--- src/rtl/fetch_stage_pkg.sv ---
// Shared fetch-stage definitions: reset PC default, NOP encoding and PC arithmetic.
package fetch_stage_pkg;

  localparam logic [31:0] DEFAULT_RESET_PC = 32'h0000_0000;
  localparam logic [31:0] NOP_INS          = 32'h0000_0000;
  localparam logic [31:0] INS_BYTES        = 32'd4;

  // Sequential PC; 32-bit wrap-around is intended (FFFF_FFFC + 4 = 0).
  function automatic logic [31:0] pc_plus4(input logic [31:0] pc);
    return pc + INS_BYTES;
  endfunction

endpackage

--- src/rtl/fetch_stage_if.sv ---
// Instruction-memory request/response bus between the fetch stage (master) and memory (slave).
interface fetch_stage_if;

  logic        imem_req;
  logic [31:0] imem_addr;
  logic        imem_ack;
  logic [31:0] imem_rdata;

  modport master (
    output imem_req,
    output imem_addr,
    input  imem_ack,
    input  imem_rdata
  );

  modport slave (
    input  imem_req,
    input  imem_addr,
    output imem_ack,
    output imem_rdata
  );

endinterface

--- src/rtl/if_id_reg.sv ---
// IF/ID pipeline register: bubble beats load; otherwise the contents hold.
module if_id_reg
  import fetch_stage_pkg::*;
(
  input  logic        clk,
  input  logic        rst_n,
  input  logic        load,
  input  logic        bubble,
  input  logic [31:0] ins,
  input  logic [31:0] pc4,
  output logic [31:0] id_ins,
  output logic [31:0] id_pc4,
  output logic        id_valid
);

  // A bubble leaves id_pc4 untouched so downstream still sees the last real PC+4.
  always_ff @(posedge clk or negedge rst_n) begin
    if (!rst_n) begin
      id_ins   <= 32'h0000_0000;
      id_pc4   <= 32'h0000_0000;
      id_valid <= 1'b0;
    end else if (bubble) begin
      id_ins   <= NOP_INS;
      id_valid <= 1'b0;
    end else if (load) begin
      id_ins   <= ins;
      id_pc4   <= pc4;
      id_valid <= 1'b1;
    end
  end

endmodule

--- src/rtl/fetch_stage.sv ---
// Instruction fetch stage: PC, request FSM (FETCH/HOLD/DRAIN), one-word hold buffer and IF/ID register.
module fetch_stage
  import fetch_stage_pkg::*;
#(
  parameter logic [31:0] RESET_PC = DEFAULT_RESET_PC
) (
  input  logic                 clk,
  input  logic                 rst_n,
  input  logic                 PcWrite,
  input  logic                 IF_IDWrite,
  input  logic                 Stall,
  input  logic                 redirect_valid,
  input  logic [31:0]          redirect_pc,
  fetch_stage_if.master        imem,
  output logic [31:0]          IF_ID_ins,
  output logic [31:0]          IF_ID_pc4,
  output logic                 IF_ID_valid,
  output logic                 fetch_busy
);

  typedef enum logic [1:0] {
    ST_FETCH = 2'd0,
    ST_HOLD  = 2'd1,
    ST_DRAIN = 2'd2
  } state_e;

  state_e      state_r;
  state_e      state_nx_s;
  logic [31:0] pc_r;
  logic [31:0] pc_nx_s;
  logic [31:0] hold_buf_r;
  logic [31:0] hold_buf_nx_s;

  logic        consume_s;
  logic        avail_s;
  logic [31:0] avail_ins_s;
  logic        ifid_load_s;
  logic        ifid_bubble_s;

  assign consume_s = PcWrite & IF_IDWrite & ~Stall;

  // State, PC and hold-buffer registers.
  always_ff @(posedge clk or negedge rst_n) begin
    if (!rst_n) begin
      state_r    <= ST_FETCH;
      pc_r       <= RESET_PC;
      hold_buf_r <= 32'h0000_0000;
    end else begin
      state_r    <= state_nx_s;
      pc_r       <= pc_nx_s;
      hold_buf_r <= hold_buf_nx_s;
    end
  end

  // Next-state logic; a redirect overrides everything in every state.
  always_comb begin
    state_nx_s    = state_r;
    pc_nx_s       = pc_r;
    hold_buf_nx_s = hold_buf_r;
    avail_s       = 1'b0;
    avail_ins_s   = hold_buf_r;
    case (state_r)
      ST_FETCH: begin
        if (redirect_valid) begin
          pc_nx_s       = redirect_pc;
          hold_buf_nx_s = 32'h0000_0000;
          // An ack this cycle closes the old request; otherwise its response must be drained.
          state_nx_s    = imem.imem_ack ? ST_FETCH : ST_DRAIN;
        end else if (imem.imem_ack) begin
          avail_s     = 1'b1;
          avail_ins_s = imem.imem_rdata;
          if (consume_s) begin
            pc_nx_s    = pc_plus4(pc_r);
            state_nx_s = ST_FETCH;
          end else begin
            hold_buf_nx_s = imem.imem_rdata;
            state_nx_s    = ST_HOLD;
          end
        end else begin
          state_nx_s = ST_FETCH;
        end
      end
      ST_HOLD: begin
        if (redirect_valid) begin
          pc_nx_s       = redirect_pc;
          hold_buf_nx_s = 32'h0000_0000;
          state_nx_s    = ST_FETCH;
        end else begin
          avail_s     = 1'b1;
          avail_ins_s = hold_buf_r;
          if (consume_s) begin
            pc_nx_s    = pc_plus4(pc_r);
            state_nx_s = ST_FETCH;
          end else begin
            state_nx_s = ST_HOLD;
          end
        end
      end
      ST_DRAIN: begin
        if (redirect_valid) begin
          pc_nx_s       = redirect_pc;
          hold_buf_nx_s = 32'h0000_0000;
          state_nx_s    = ST_DRAIN;
        end else if (imem.imem_ack) begin
          state_nx_s = ST_FETCH;
        end else begin
          state_nx_s = ST_DRAIN;
        end
      end
      default: begin
        state_nx_s = ST_FETCH;
      end
    endcase
  end

  // IF/ID control: bubble on redirect or hazard stall, hold when IF/ID write is blocked.
  always_comb begin
    ifid_load_s   = 1'b0;
    ifid_bubble_s = 1'b0;
    if (redirect_valid || (Stall && PcWrite)) begin
      ifid_bubble_s = 1'b1;
    end else if (!IF_IDWrite) begin
      ifid_load_s = 1'b0;
    end else if (consume_s && avail_s) begin
      ifid_load_s = 1'b1;
    end else if (consume_s) begin
      ifid_bubble_s = 1'b1;
    end else begin
      ifid_load_s = 1'b0;
    end
  end

  if_id_reg u_if_id_reg (
    .clk      (clk),
    .rst_n    (rst_n),
    .load     (ifid_load_s),
    .bubble   (ifid_bubble_s),
    .ins      (avail_ins_s),
    .pc4      (pc_plus4(pc_r)),
    .id_ins   (IF_ID_ins),
    .id_pc4   (IF_ID_pc4),
    .id_valid (IF_ID_valid)
  );

  assign imem.imem_req  = (state_r == ST_FETCH);
  assign imem.imem_addr = pc_r;
  assign fetch_busy     = ((state_r == ST_FETCH) || (state_r == ST_DRAIN)) && !imem.imem_ack;

endmodule

--- src/flat_wrapper.sv ---
// flat-port wrapper written by rule: the top's interface ports become plain ports
module fetch_stage_flat import fetch_stage_pkg::*;
#(
  parameter logic [31:0] RESET_PC = DEFAULT_RESET_PC
)
  (clk, rst_n, PcWrite, IF_IDWrite, Stall, redirect_valid, redirect_pc, IF_ID_ins, IF_ID_pc4, IF_ID_valid, fetch_busy, imem_imem_req, imem_imem_addr, imem_imem_ack, imem_imem_rdata);
  fetch_stage_if imem_i ();
  input  logic clk;
  input  logic rst_n;
  input  logic PcWrite;
  input  logic IF_IDWrite;
  input  logic Stall;
  input  logic redirect_valid;
  input  logic [31:0] redirect_pc;
  output logic [31:0] IF_ID_ins;
  output logic [31:0] IF_ID_pc4;
  output logic IF_ID_valid;
  output logic fetch_busy;
  output wire logic [$bits(imem_i.imem_req)-1:0] imem_imem_req;
  output wire logic [$bits(imem_i.imem_addr)-1:0] imem_imem_addr;
  input wire logic [$bits(imem_i.imem_ack)-1:0] imem_imem_ack;
  input wire logic [$bits(imem_i.imem_rdata)-1:0] imem_imem_rdata;
  assign imem_imem_req = imem_i.imem_req;
  assign imem_imem_addr = imem_i.imem_addr;
  assign imem_i.imem_ack = imem_imem_ack;
  assign imem_i.imem_rdata = imem_imem_rdata;
  fetch_stage #(.RESET_PC(RESET_PC)) u_core (.clk(clk), .rst_n(rst_n), .PcWrite(PcWrite), .IF_IDWrite(IF_IDWrite), .Stall(Stall), .redirect_valid(redirect_valid), .redirect_pc(redirect_pc), .imem(imem_i), .IF_ID_ins(IF_ID_ins), .IF_ID_pc4(IF_ID_pc4), .IF_ID_valid(IF_ID_valid), .fetch_busy(fetch_busy));
endmodule
--- config.mk ---
export PLATFORM = sky130hd
export DESIGN_NAME = fetch_stage_flat
export DESIGN_NICKNAME = d
export VERILOG_FILES = /design/src/rtl/fetch_stage_pkg.sv /design/src/rtl/fetch_stage_if.sv /design/src/rtl/if_id_reg.sv /design/src/rtl/fetch_stage.sv /design/src/flat_wrapper.sv
export SDC_FILE = /design/constraint.sdc
export NUM_CORES = 1
export LEC_CHECK = 0
export ABC_CLOCK_PERIOD_IN_PS = 2800
export CAP_MARGIN = 20
export CORE_UTILIZATION = 39
export DETAILED_ROUTE_END_ITERATION = 8
export PLACE_DENSITY = 0.66
export SYNTH_ARGS = -nofsm -noshare
export SYNTH_HDL_FRONTEND = slang
export SYNTH_SLANG_ARGS = --single-unit
--- constraint.sdc ---
create_clock -name clk -period 2.8 [get_ports clk]
set_clock_uncertainty 0.1 [all_clocks]
set_input_delay 0.42 -clock clk [delete_from_list [all_inputs] [get_ports clk]]
set_output_delay 0.42 -clock clk [all_outputs]
set_load 0.005 [all_outputs]
==> impl_metrics.yaml <==
run_status:
  status: "completed"
power_and_ir_drop:
  vdd_drop_max_v: 0.000474
  p_leak_nw: 3.83
  cellPowerDensity_mw_per_mm2: 914
floorplanning:
  die_w_um: 131
  start_util: 0.403
  die_h_um: 131
  io_pins: 170
  core-area_mm2: 0.0160
  row_count: 46
  dieArea_mm2: 0.0170
logic_synthesis:
  synthTopCellsByArea: "dfrtp_1 51%, nand2_1 9.0%, o21ai_0 7.6%"
  syn-num-nets: 773
  synth-edff-count: 0
  netlist_area_mm2: 0.00644
  synthCells: 696
  yosysTopAreaCell: "dfrtp_1"
  yosysMostFrequentCell: "nand2_1"
  yosys.area.top_type_share: 0.509
  yosysSeqAreaShare: 0.509
  ys_warn_count: 0
  synthTopCellsByCount: "155 x nand2_1, 131 x dfrtp_1, 98 x o21ai_0, 36 x clkbuf_1, 33 x mux2i_1"
  ys_seq_elements: 131
  ys_types: 53
  synthArstFlopShare: 1.00
  syn_area_per_cell_um2: 9.26
  ys.flop_type: "dfrtp_1"
layout:
  final_layout_size_suffix_gt1_frac: 0.0810
  fin_util: 0.560
  fin_area_mm2: 0.00896
  n_fill_cell: 1438
  nNetsFinal: 928
  area_growth_pct: 39.2
  num_antenna_cells: 0
worst_setup_path:
  r2r_end: "u_core.u_if_id_reg.id_ins[7]$_DFFE_PN0P_"
  crit_path_end_kind: "output pin"
  rr_worst_depth: 6
  worstPathCellList: "inv_1 > ha_1 > nor2_1 > nor2_1 > clkdlybuf4s50_1"
  worst_path_max_delay_cell: "clkdlybuf4s50_1"
  r2r_slack_ps: 400
  crit_arrival_ps: 1950
  cp_top_family: "buffers and inverters"
  r2r_start: "u_core.state_r[0]$_DFF_PN0_"
  crit_type: "reg2out"
  slowest_delay_ps: 510
  crit_top_cell: "nor2_1"
  crit_required_ps: 2280
  start_kind: "flip-flop"
  crit_buf_inv: 2
  crit_path_max_fanout: 6
sta:
  relSlewSlack: 0.304
  maxSlewViolCount: 0
  min_period_over_period: 0.884
  setup_viol: 0
  finalHoldViolCount: 0
  setup_tns_ps: 0
  rsz0062_at_grt: "no"
  tightest_slew_ps: 1040
  clock.fmax_mhz: 404
  post-route-min-period_ps: 2470
routing:
  first_iter_violations: 387
  avgRoutedWirePerCell_um: 16.5
  postRouteAntennaNets: 0
  drtPass1Iterations: 5
  vias: 5667
  finalWirelength_um: 17800
  viasPerCell: 5.25
  drcViolationCount: 0
cts:
  clockBufferDepth: 2
  cts_tree: "yes"
  clock_latency_ps: 420
  htree_levels: 4
  clock_sinks: 131
  cts_buffers: 17
  root_buffer: "clkbuf_16"
  postCtsSetupRepairBufs: 0
  clk_pin_slew_ps: 60
global_route:
  grt_pass1_wl_um: 28500
  grt_usage: 0.220
  antenna_found_initial: 0
  grt_overflow_total: 0
  grt_max_degree: 86
  grt_pass1_vias: 5463
worst_hold_path:
  hp-start: "u_core.u_if_id_reg.id_ins[3]$_DFFE_PN0P_"
  whs_path_depth: 2
  hold_class: "reg2reg"
  hold_end: "u_core.u_if_id_reg.id_ins[3]$_DFFE_PN0P_"
place:
  placed_area_mm2: 0.00838
  dpl.hpwl_um: 12300
  port_buffers: 169
  gp_congestion: 0.853
flow_run:
  cap_violations: 0
-- final cells by class --
| type | instances | area, µm² | share of cell area |
|---|---|---|---|
| clock inverter | 11 | 101 | 0.0113 |
| multi-input combinational | 512 | 2990 | 0.333 |
| timing repair buffer | 186 | 1850 | 0.206 |
| clock buffer | 21 | 470 | 0.0525 |
| tap | 216 | 270 | 0.0301 |
| sequential | 131 | 3280 | 0.366 |
| inverter | 3 | 11.3 | 0.00126 |
-- worst max path at each step --
stage                                    startpoint                                         to  slack [ps]  cells after the start
2_1_floorplan           u_core.state_r[0]$_DFF_PN0_      u_core.imem.imem_addr[12]$_DFFE_PN0P_         760                      7
4_1_cts                 u_core.state_r[1]$_DFF_PN0_                                 fetch_busy         320                      5
3_5_place_dp                         redirect_valid   u_core.u_if_id_reg.id_ins[7]$_DFFE_PN0P_         240                      4
3_3_place_gp                         redirect_valid  u_core.u_if_id_reg.id_ins[28]$_DFFE_PN0P_         290                      4
5_1_grt        u_core.imem.imem_addr[2]$_DFFE_PN0P_      u_core.imem.imem_addr[28]$_DFFE_PN0P_         210                      6
6_report                u_core.state_r[1]$_DFF_PN0_                                 fetch_busy         330                      5
-- cell families (layout without fill, tap and decap cells) --
family / Yosys count / count (layout) / share of synthesized area
AND/OR/NAND/NOR: 266 / 266 / 0.196
AO/OA/AOI/OAI: 176 / 176 / 0.155
flip-flops: 131 / 131 / 0.509
buffers and inverters: 53 / 221 / 0.0344
multiplexers: 36 / 36 / 0.0565
XOR/XNOR: 28 / 28 / 0.0381
adder cells (fa/ha/maj): 6 / 6 / 0.0117
-- tightest hold or removal path, cell delays in order, from the launching register on --
cell	delay [ps]
dfrtp_1	340
nand2_1	40
o21ai_0	60
-- report_power, final --
| group | internal [mW] | switching, mW | leakage (nW) |
|---|---|---|---|
| combinational | 1.52 | 1.37 | 1.87 |
| clock | 1.29 | 0.852 | 0.272 |
| sequential | 2.52 | 0.640 | 1.69 |
| total | 5.33 | 2.86 | 3.83 |
-- metrics by stage --
stage	worst slack (ps)	cells	hold WS (ps)	total power, mW
after floorplan	759	696	24.4	4.58
after global placement	291	1047	360	5.99
after detailed placement	236	1047	370	6.09
after CTS	316	1079	8.78	8.27
after global routing	208	1080	401	8.76
final	325	1080	376	8.19
-- placed cells by master (no fill, tap or decap), types with 4 or more instances in the layout --
cell type,instances
nand4_1,6
nor3_1,15
and2_1,4
nor4_2,4
ha_1,6
xor2_1,13
and3_1,11
clkdlybuf4s50_1,168
o21ai_1,8
nand2_1,155
a21oi_1,24
clkbuf_16,17
nor2_1,24
buf_4,14
dfrtp_1,131
mux2i_1,33
clkinvlp_4,4
nand3_1,15
and4_1,8
o21ai_0,98
o22ai_1,19
a311oi_1,4
xnor2_1,15
a2bb2oi_1,4
-- layer usage --
metal	share of wire	track usage
met5	0	0
met1	0.45	0.290
met2	0.46	0.343
met4	0.011	0.0642
met3	0.079	0.0725
-- sequential cells by signal (all words and copies together), names as in the netlist --
signal	flops
u_core.u_if_id_reg.id_pc4	32
u_core.hold_buf_r	32
u_core.imem.imem_addr	32
u_core.state_r	2
u_core.u_if_id_reg.id_ins	32
u_core.u_if_id_reg.id_valid	1
-- timing repair --
action,CTS,global route
resized for setup,0,0
endpoints found under the hold margin,0,2
hold buffers,0,1
(Power assumes the default switching activity.)
